**config.mk**
```make
export PLATFORM = sky130hd
export DESIGN_NAME = dmem_responder
export DESIGN_NICKNAME = d
export VERILOG_FILES = /design/src/rtl/dmem_responder_pkg.sv /design/src/rtl/dmem_array.sv /design/src/rtl/dmem_responder.sv
export SDC_FILE = /design/constraint.sdc
export NUM_CORES = 2
export LEC_CHECK = 0
export BUFFER_PORTS_ARGS = -buffer_cell sky130_fd_sc_hd__buf_2
export CAP_MARGIN = 10
export CORE_MARGIN = 2
export CORE_UTILIZATION = 52
export CTS_BUF_LIST = sky130_fd_sc_hd__clkbuf_8 sky130_fd_sc_hd__clkbuf_16
export CTS_CLUSTER_SIZE = 28
export DETAILED_ROUTE_END_ITERATION = 12
export PLACE_DENSITY_LB_ADDON = 0.1
export SLEW_MARGIN = 10
export SYNTH_ARGS = -nofsm -noshare
export SYNTH_HDL_FRONTEND = slang
export SYNTH_SLANG_ARGS = --single-unit
export TNS_END_PERCENT = 1
```
**constraint.sdc**
```tcl
create_clock -name clk -period 3.53 [get_ports clk]
set_clock_uncertainty 0.15 [all_clocks]
set_input_delay 0.706 -clock clk [delete_from_list [all_inputs] [get_ports clk]]
set_output_delay 0.706 -clock clk [all_outputs]
set_load 0.05 [all_outputs]
```
**src/rtl/dmem_responder_pkg.sv**
```systemverilog
// -----------------------------------------------------------------------------
// dmem_responder_pkg
// Shared types and constants for the data-memory responder slice.
//   state_e : responder FSM states (IDLE, WAIT, RESP)
//   LAT_W   : width of the access-latency down-counter
//   WORD_W  : data word width
//   ADDR_W  : request byte-address width
// -----------------------------------------------------------------------------
package dmem_responder_pkg;

    typedef enum logic [1:0] {
        IDLE = 2'd0,
        WAIT = 2'd1,
        RESP = 2'd2
    } state_e;

    localparam int LAT_W  = 4;
    localparam int WORD_W = 32;
    localparam int ADDR_W = 32;

endpackage

```
**src/rtl/dmem_array.sv**
```systemverilog
// -----------------------------------------------------------------------------
// dmem_array
// DEPTH x WORD_W storage with a synchronous write port and a registered read
// port. The read register holds its value until the next read is enabled.
// Only the read register is cleared by reset; the storage array is not.
// Ports:
//   clk      : rising-edge clock
//   reset    : synchronous active-high reset (clears rd_data only)
//   wr_en    : write strobe, commits wr_data to wr_idx on the clock edge
//   wr_idx   : word index for writes
//   wr_data  : write data
//   rd_en    : load rd_data from rd_idx on the clock edge
//   rd_idx   : word index for reads
//   rd_data  : registered read data
// -----------------------------------------------------------------------------
module dmem_array
    import dmem_responder_pkg::*;
#(
    parameter int DEPTH = 64,
    parameter int AW    = $clog2(DEPTH)
) (
    input  logic              clk,
    input  logic              reset,
    input  logic              wr_en,
    input  logic [AW-1:0]     wr_idx,
    input  logic [WORD_W-1:0] wr_data,
    input  logic              rd_en,
    input  logic [AW-1:0]     rd_idx,
    output logic [WORD_W-1:0] rd_data
);

    logic [WORD_W-1:0] mem_q [DEPTH];
    logic [WORD_W-1:0] rd_data_q;
    logic [WORD_W-1:0] rd_data_d;

    // Storage array: plain synchronous write, no reset so it maps onto RAM.
    always_ff @(posedge clk) begin
        if (wr_en) begin
            mem_q[wr_idx] <= wr_data;
        end
    end

    // Next read value: fetch when enabled, otherwise keep the last read so the
    // responder's read data stays stable across writes and idle cycles.
    always_comb begin
        rd_data_d = rd_data_q;
        if (rd_en) begin
            rd_data_d = mem_q[rd_idx];
        end
    end

    // Read register with reset to zero.
    always_ff @(posedge clk) begin
        if (reset) begin
            rd_data_q <= '0;
        end else begin
            rd_data_q <= rd_data_d;
        end
    end

    assign rd_data = rd_data_q;

endmodule

```
**src/rtl/dmem_responder.sv**
```systemverilog
// -----------------------------------------------------------------------------
// dmem_responder
// Memory-side end of the data-memory request bus. Accepts one word read or
// write, holds it for LATENCY cycles, then pulses resp_valid for one cycle.
// Optional feature macro: DMEM_RESPONDER_ALIGN_CHECK_EN
//   defined   : requests with req_addr[1:0] != 0 respond with resp_err=1,
//               do not write the array and do not update resp_rdata
//   undefined : resp_err is tied 0 and the low address bits are ignored
// Ports:
//   clk, reset            : clock and synchronous active-high reset
//   req_valid / req_ready : request handshake
//   req_we                : 1 = write, 0 = read
//   req_addr              : byte address (wraps modulo DEPTH words)
//   req_wdata             : write data
//   resp_valid            : one-cycle completion pulse
//   resp_rdata            : read data, held until the next completed read
//   resp_err              : misaligned-access flag qualified by resp_valid
// -----------------------------------------------------------------------------
module dmem_responder
    import dmem_responder_pkg::*;
#(
    parameter int DEPTH   = 64,
    parameter int LATENCY = 2
) (
    input  logic              clk,
    input  logic              reset,
    input  logic              req_valid,
    output logic              req_ready,
    input  logic              req_we,
    input  logic [ADDR_W-1:0] req_addr,
    input  logic [WORD_W-1:0] req_wdata,
    output logic              resp_valid,
    output logic [WORD_W-1:0] resp_rdata,
    output logic              resp_err
);

    localparam int AW = $clog2(DEPTH);

    state_e            state_q, state_d;
    logic [LAT_W-1:0]  cnt_q, cnt_d;
    logic              we_q, we_d;
    logic [AW-1:0]     idx_q, idx_d;
    logic [WORD_W-1:0] wdata_q, wdata_d;
    logic              mis_q, mis_d;

    logic              mis_in;
    logic [AW-1:0]     req_idx;
    logic              rd_en;
    logic [AW-1:0]     rd_idx;
    logic              wr_en;
    logic              unused_addr;

    assign req_idx     = req_addr[AW+1:2];
    assign unused_addr = ^{req_addr[ADDR_W-1:AW+2], req_addr[1:0]};

`ifdef DMEM_RESPONDER_ALIGN_CHECK_EN
    assign mis_in   = (req_addr[1:0] != 2'b00);
    assign resp_err = resp_valid && mis_q;
`else
    assign mis_in   = 1'b0;
    assign resp_err = 1'b0;
`endif

    // Next-state and output logic. The read port is enabled on the edge that
    // enters RESP so resp_rdata is valid alongside resp_valid; with LATENCY=1
    // that edge is the acceptance edge, so the index comes straight from the
    // request. Writes commit on the edge that leaves RESP, and both the pulse
    // and the commit are suppressed while reset is high so an aborted
    // transaction leaves no trace.
    always_comb begin
        state_d    = state_q;
        cnt_d      = cnt_q;
        we_d       = we_q;
        idx_d      = idx_q;
        wdata_d    = wdata_q;
        mis_d      = mis_q;
        req_ready  = 1'b0;
        resp_valid = 1'b0;
        rd_en      = 1'b0;
        rd_idx     = idx_q;
        wr_en      = 1'b0;

        case (state_q)
            IDLE: begin
                req_ready = !reset;
                if (req_valid && !reset) begin
                    we_d    = req_we;
                    idx_d   = req_idx;
                    wdata_d = req_wdata;
                    mis_d   = mis_in;
                    cnt_d   = LAT_W'(LATENCY - 1);
                    if (LATENCY > 1) begin
                        state_d = WAIT;
                    end else begin
                        state_d = RESP;
                        rd_en   = !req_we && !mis_in;
                        rd_idx  = req_idx;
                    end
                end
            end
            WAIT: begin
                cnt_d = cnt_q - LAT_W'(1);
                if (cnt_q == LAT_W'(1)) begin
                    state_d = RESP;
                    rd_en   = !we_q && !mis_q;
                end
            end
            RESP: begin
                resp_valid = !reset;
                wr_en      = we_q && !mis_q && !reset;
                state_d    = IDLE;
            end
            default: begin
                state_d = IDLE;
            end
        endcase
    end

    // State, counter and captured request registers.
    always_ff @(posedge clk) begin
        if (reset) begin
            state_q <= IDLE;
            cnt_q   <= '0;
            we_q    <= 1'b0;
            idx_q   <= '0;
            wdata_q <= '0;
            mis_q   <= 1'b0;
        end else begin
            state_q <= state_d;
            cnt_q   <= cnt_d;
            we_q    <= we_d;
            idx_q   <= idx_d;
            wdata_q <= wdata_d;
            mis_q   <= mis_d;
        end
    end

    dmem_array #(
        .DEPTH (DEPTH),
        .AW    (AW)
    ) u_array (
        .clk     (clk),
        .reset   (reset),
        .wr_en   (wr_en),
        .wr_idx  (idx_q),
        .wr_data (wdata_q),
        .rd_en   (rd_en),
        .rd_idx  (rd_idx),
        .rd_data (resp_rdata)
    );

endmodule

```
### After elaboration in Yosys (flattened, before gate mapping)

Memory sizes are Yosys's and may differ from the RTL's. A register that Yosys moved wholly into a read port is not among the register bits.
Cells that the tools add are included.

| storage, ports and cells | value |
|---|---|
| memories | 1 |
| bits in registers | 45 |
| bits of input ports | 68 |
| output and inout bits | 35 |
| logic and storage cells | 33 |
| memory bits (writable) | 2048 |

Memory list:

| memory | depth | bits a word | read ports | clocked after memory_dff | wr ports | RTL line | RTL |
|---|---|---|---|---|---|---|---|
| u_array.mem_q | 64 | 32 | 1 | 1 | 1 | dmem_array.sv:32 | `logic [WORD_W-1:0] mem_q [DEPTH];` |

| cells by class | value |
|---|---|
| reduce and logical (&&, ||, !) cells | 9 |
| mux-type cells | 12 |
| equality and inequality tests | 5 |
| add/sub/neg operators | 1 |

Operator list:

| cell | number |
|---|---|
| $pmux 4 s2 | 1 |
| $mux 1 | 7 |
| $reduce_and 2->1 | 3 |
| $eq 4x1->1 const B | 1 |
| $mux 2 | 2 |
| $mux 4 | 1 |
| $ne 2x2->1 const B | 2 |
| $pmux 2 s2 | 1 |
| $sub 4x1->4 const B | 1 |
| $eq 2x1->1 const B | 1 |
| $eq 2x2->1 const B | 1 |
| $logic_and 1x1->1 | 2 |
| $logic_not 1->1 | 2 |
| $logic_not 2->1 | 1 |
| $reduce_bool 2->1 | 1 |

### Longest topological paths before layout

| depth | value |
|---|---|
| depth after elaboration | 5 |
| mapped depth | 11 |
| depth with buffers taken out | 8 |

### By module

From an unflattened synthesis, not the netlist that was laid out.

| unflattened totals | value |
|---|---|
| cell total of the unflattened synthesis | 3920 |
| area total of the unflattened synthesis | 81256.7 um^2 |

By module, submodules not included:

| module | cells each | seq. area each (um^2) | times used | area an instance (um^2) |
|---|---|---|---|---|
| dmem_array | 3710 | 62139.6 | 1 | 79590.1 |
| dmem_responder | 210 | 900.9 | 1 | 1666.6 |

### Least setup slack after synthesis

OpenSTA, ideal clock, no wires.

| timing | value |
|---|---|
| kind | in2reg |
| start point | input reset |
| end point | memory u_array.mem_q[17][0] (enable) |
| stages on the path | 6 |
| data required time | 2959 ps |
| path buffers | 2 |
| slack | -1158 ps |
| arrival time | 4116 ps |
| path through | clkbuf_1 > nor3b_1 > and2_1 > clkbuf_1 > nand2_1 > nor2_1 |

| on the way | value |
|---|---|
| longest elaborated chain between the ends | 5 |

Ends and longest elaborated chain:

| what | RTL line | RTL |
|---|---|---|
| start, declared | dmem_responder.sv:26 | `input logic reset,` |
| $logic_not 1->1 | dmem_responder.sv:110 | `wr_en = we_q && !mis_q && !reset;` |
| $logic_and 1x1->1 | dmem_responder.sv:110 |  |
| $mux 1 | dmem_responder.sv:83 | `case (state_q)` |
| $mux 1 | dmem_array.sv:38 | `if (wr_en) begin` |
| $mux 1 (not written as such) | dmem_array.sv:39 | `mem_q[wr_idx] <= wr_data;` |
| end, declared | dmem_array.sv:32 |  |

No other way between the ends.

==> results.md <==
* Area Growth Syn to Fin at 17.2%
* Syn nets at 4552
* Hold_ws at 81.5 ps
* Seq cells post-synth at 2125
* CP Cell Sequence: buf_12 -> nor2_4 -> buf_12 -> a221oi_1 -> nor2_1 -> o21ai_0 -> buf_4 -> nand4_1 -> o31a_1
* Worst reg-to-reg path cell count at 9
* Met2 Usage GRT at 51.1%
* Met1 Use GR at 47.4%
* Adder-cell share of the synthesized area at 0.0307%
* Period utilization at 98.3%
* H-tree depth at 4
* Slowest cell on crit path: dfxtp_4
* Most Frequent Cell on Critical Path: buf_12
* Core footprint at 156000 um^2
* Global route hottest layer: met2
* Cell count after synthesis at 4482
* Mux cell area share after synthesis at 9.55%
* Type of the worst setup path: register to register
* Commonest non-fill, non-tap cell in the layout: edfxtp_1
* Crit path max fanout at 36
* Avg WL per Cell at 37.1 um
* Critical Path RT at 4100 ps
* Die height at 400 um
* Worst-Skew Late Latency at 850 ps
* Fin. max-slew vios at 0
* DR pass1 iterations at 8
* Reg2Reg Launch Point: idx_q[0]$_SDFFE_PP0P_
* Row Count at 145
* Starting density of the core at 52.3%
* Final Hold Viols at 0
* PD cells at 550 nW/um^2
* Final setup viols at 0
* Number of global-route vias before repair at 45.5k
* Synth Cell Area at 81600 um^2
* Max Fclk at 288 MHz
* Routed Antenna Nets at 0
* TritonCTS buffer count at 210
* Die footprint at 160000 um^2
* Grt met3 use at 8.12%
* I/O Buffers at 75
* Initial antenna violation count at 12
* Register area share after synthesis at 77.3%
* GRT overflow at 0
* Synth Area per Inst at 18.2 um^2
* Largest family of logic cells by synthesized area: multiplexers
* CTS tree: built
* Post-synthesis compound-gate area fraction at 8.56%
* CP delay by family, top: compound AO/OA/AOI/OAI gates
* Via-to-Cell Ratio at 6.70
* I/O Pins at 103
* CP bufs+invs at 3
* First-pass GRT wire length at 366000 um
* Gp weighted congestion at 0.860
* Maximum buffer depth of the clock tree at 3
* Largest net degree at the start of global routing at 66
* Yosys warns at 0
* Outcome: complete, no violations
* Layout cell share with drive strength beyond 1 at 23.6%
* Most frequent cells in the layout: edfxtp_1 (2048), mux2i_1 (362), buf_4 (349)
* CP startpoint kind: register
* Worst hold endpoint: wdata_q[14]$_SDFFE_PP0P_
* Lkg Pwr at 29.3 nW
* Hold Crit Start: req_wdata[14]
* DRC viols at 0
* Setup TNS at 0 ps
* Root buf cell: clkbuf_16
* Total global-route track usage at 33.4%
* CTS sink cnt at 2125
* Number of synthesized flops with an enable pin at 2048
* Worst-margin pin slew at 1340 ps
* Max transition margin at 10.8%
* Final core utilization at 61.3%
* Die W at 400 um
* Critical Path AT at 4040 ps
* RSZ-0062 raised after global routing: false
* Fill cells at 11.3k
* Xor/xnor cell area share of the yosys netlist at 0%
* Max incr delay on CP at 670 ps
* Worst reg-to-reg setup slack at 60 ps
* Fin crit period at 3470 ps
* Starting DRC count in detailed routing at 6982
* MaxCap Viol Count at 0
* CTS clk-pin slew, worst paths at 60 ps
* Asr flop ratio synth at 0%
* Nets at 5034
* Class of the worst hold path: primary input to register
* Detailed Place HPWL at 164000 um
* Nature of the critical path endpoint: register
* Main synth FF type: edfxtp_1
* Hold depth at 3
* Final WL at 268000 um
* Maximum vdd drop at 458 uV
* R2R Path End: u_array.rd_data[13]$_SDFFE_PP0P_
* Unique masters post-synth at 69
* Total number of vias at 48.3k
* Simple-gate area share of the yosys netlist at 2.42%
-- state kept, by name (all words and copies together) (netlist names) --
register and count:
u_array.mem_q 2048, u_array.rd_data 32, wdata_q 32, idx_q 6, cnt_q 4, state_q 2, we_q 1
-- power breakdown --
group          total (mW)  internal [mW]  switching, mW  leakage [nW]
combinational        2.85          0.995           1.85          7.78
sequential           27.9           27.6          0.314          18.0
clock                21.8           12.4           9.40          3.54
total                52.6           41.0           11.6          29.3
-- synth_stat cells, types with 22 or more instances --
| library cell | instances | area [um^2] |
|---|---|---|
| nor2_1 | 174 | 653 |
| clkbuf_1 | 98 | 368 |
| edfxtp_1 | 2048 | 61500 |
| mux2i_1 | 362 | 3620 |
| nand2_1 | 177 | 664 |
| a21oi_1 | 161 | 806 |
| o21ai_0 | 100 | 500 |
| a31oi_1 | 22 | 138 |
| mux2_2 | 127 | 1430 |
| buf_4 | 81 | 608 |
| nand3_1 | 31 | 155 |
| a22o_1 | 46 | 403 |
| buf_2 | 95 | 475 |
| a221o_1 | 26 | 260 |
| a22oi_1 | 154 | 1160 |
| a221oi_1 | 189 | 1660 |
| o22ai_1 | 116 | 726 |
| mux4_2 | 121 | 2730 |
| dfxtp_1 | 77 | 1540 |
-- worst reg2reg max path, delay by kind of cell (launching register included) --
kind / cells / cell delay (ps)
AO/OA/AOI/OAI: 3 / 1260
buffers and inverters: 3 / 780
flip-flops: 1 / 670
AND/OR/NAND/NOR: 3 / 500
-- metal layers --
| layer | vias up | share of wire (%) |
|---|---|---|
| met3 | 505 | 12 |
| li1 | 19400 | - |
| met1 | 25300 | 39 |
| met4 | 6 | 3.4 |
| met2 | 3123 | 46 |
| met5 | - | 0.015 |
-- area by class of cell --
cell class | count | area, um^2 | share of cell area, %
multi-input cells | 2042 | 17400 | 18.2
diodes | 3 | 7.51 | 0.00785
clock buffers | 226 | 5510 | 5.76
inverters | 5 | 26.3 | 0.0275
flip-flops and latches | 2125 | 63100 | 66.0
well taps | 2058 | 2570 | 2.69
clock inverters | 168 | 1230 | 1.29
repair buffers | 580 | 5770 | 6.04
-- per-stage QoR --
step	setup slack (ps)	cell area (um^2)	cells	total power, mW
5_1_grt	73.5	95600	7204	53.9
2_1_floorplan	-205	81700	4482	29.8
4_1_cts	189	95600	7204	52.7
6_report	61.4	95600	7207	52.6
3_5_place_dp	201	88500	6774	31.2
3_3_place_gp	197	88500	6774	31.2
-- timing repair --
item | 4_1_cts | 5_1_grt
setup endpoints to repair | 0 | 0
hold endpoints to repair | 36 | 0
resized for setup | 0 | 0
buffers inserted | 0 | 0
hold buffers | 36 | 0
-- cells by family (layout without fill, tap and decap cells) --
kind of cell / Yosys count / in the layout
AOI/OAI and AO/OA: 969 / 969
muxes: 611 / 611
and+or+nand+nor: 459 / 459
other: 1 / 4
adders and majority gates: 2 / 2
buffers and inverters: 315 / 979
DFF: 2125 / 2125
-- how the worst max path moves through the flow --
stage                          start                                to  depth (start not counted)
3_3_place_gp   idx_q[0]$_SDFFE_PP0P_  u_array.rd_data[13]$_SDFFE_PP0P_                          9
2_1_floorplan                  reset    u_array.mem_q[17][0]$_DFFE_PP_                          6
6_report       idx_q[0]$_SDFFE_PP0P_  u_array.rd_data[13]$_SDFFE_PP0P_                          9
3_5_place_dp   idx_q[2]$_SDFFE_PP0P_  u_array.rd_data[13]$_SDFFE_PP0P_                          8
4_1_cts        idx_q[0]$_SDFFE_PP0P_  u_array.rd_data[13]$_SDFFE_PP0P_                          9
5_1_grt        idx_q[0]$_SDFFE_PP0P_  u_array.rd_data[13]$_SDFFE_PP0P_                          9
Power figures use the tool's default switching activity.
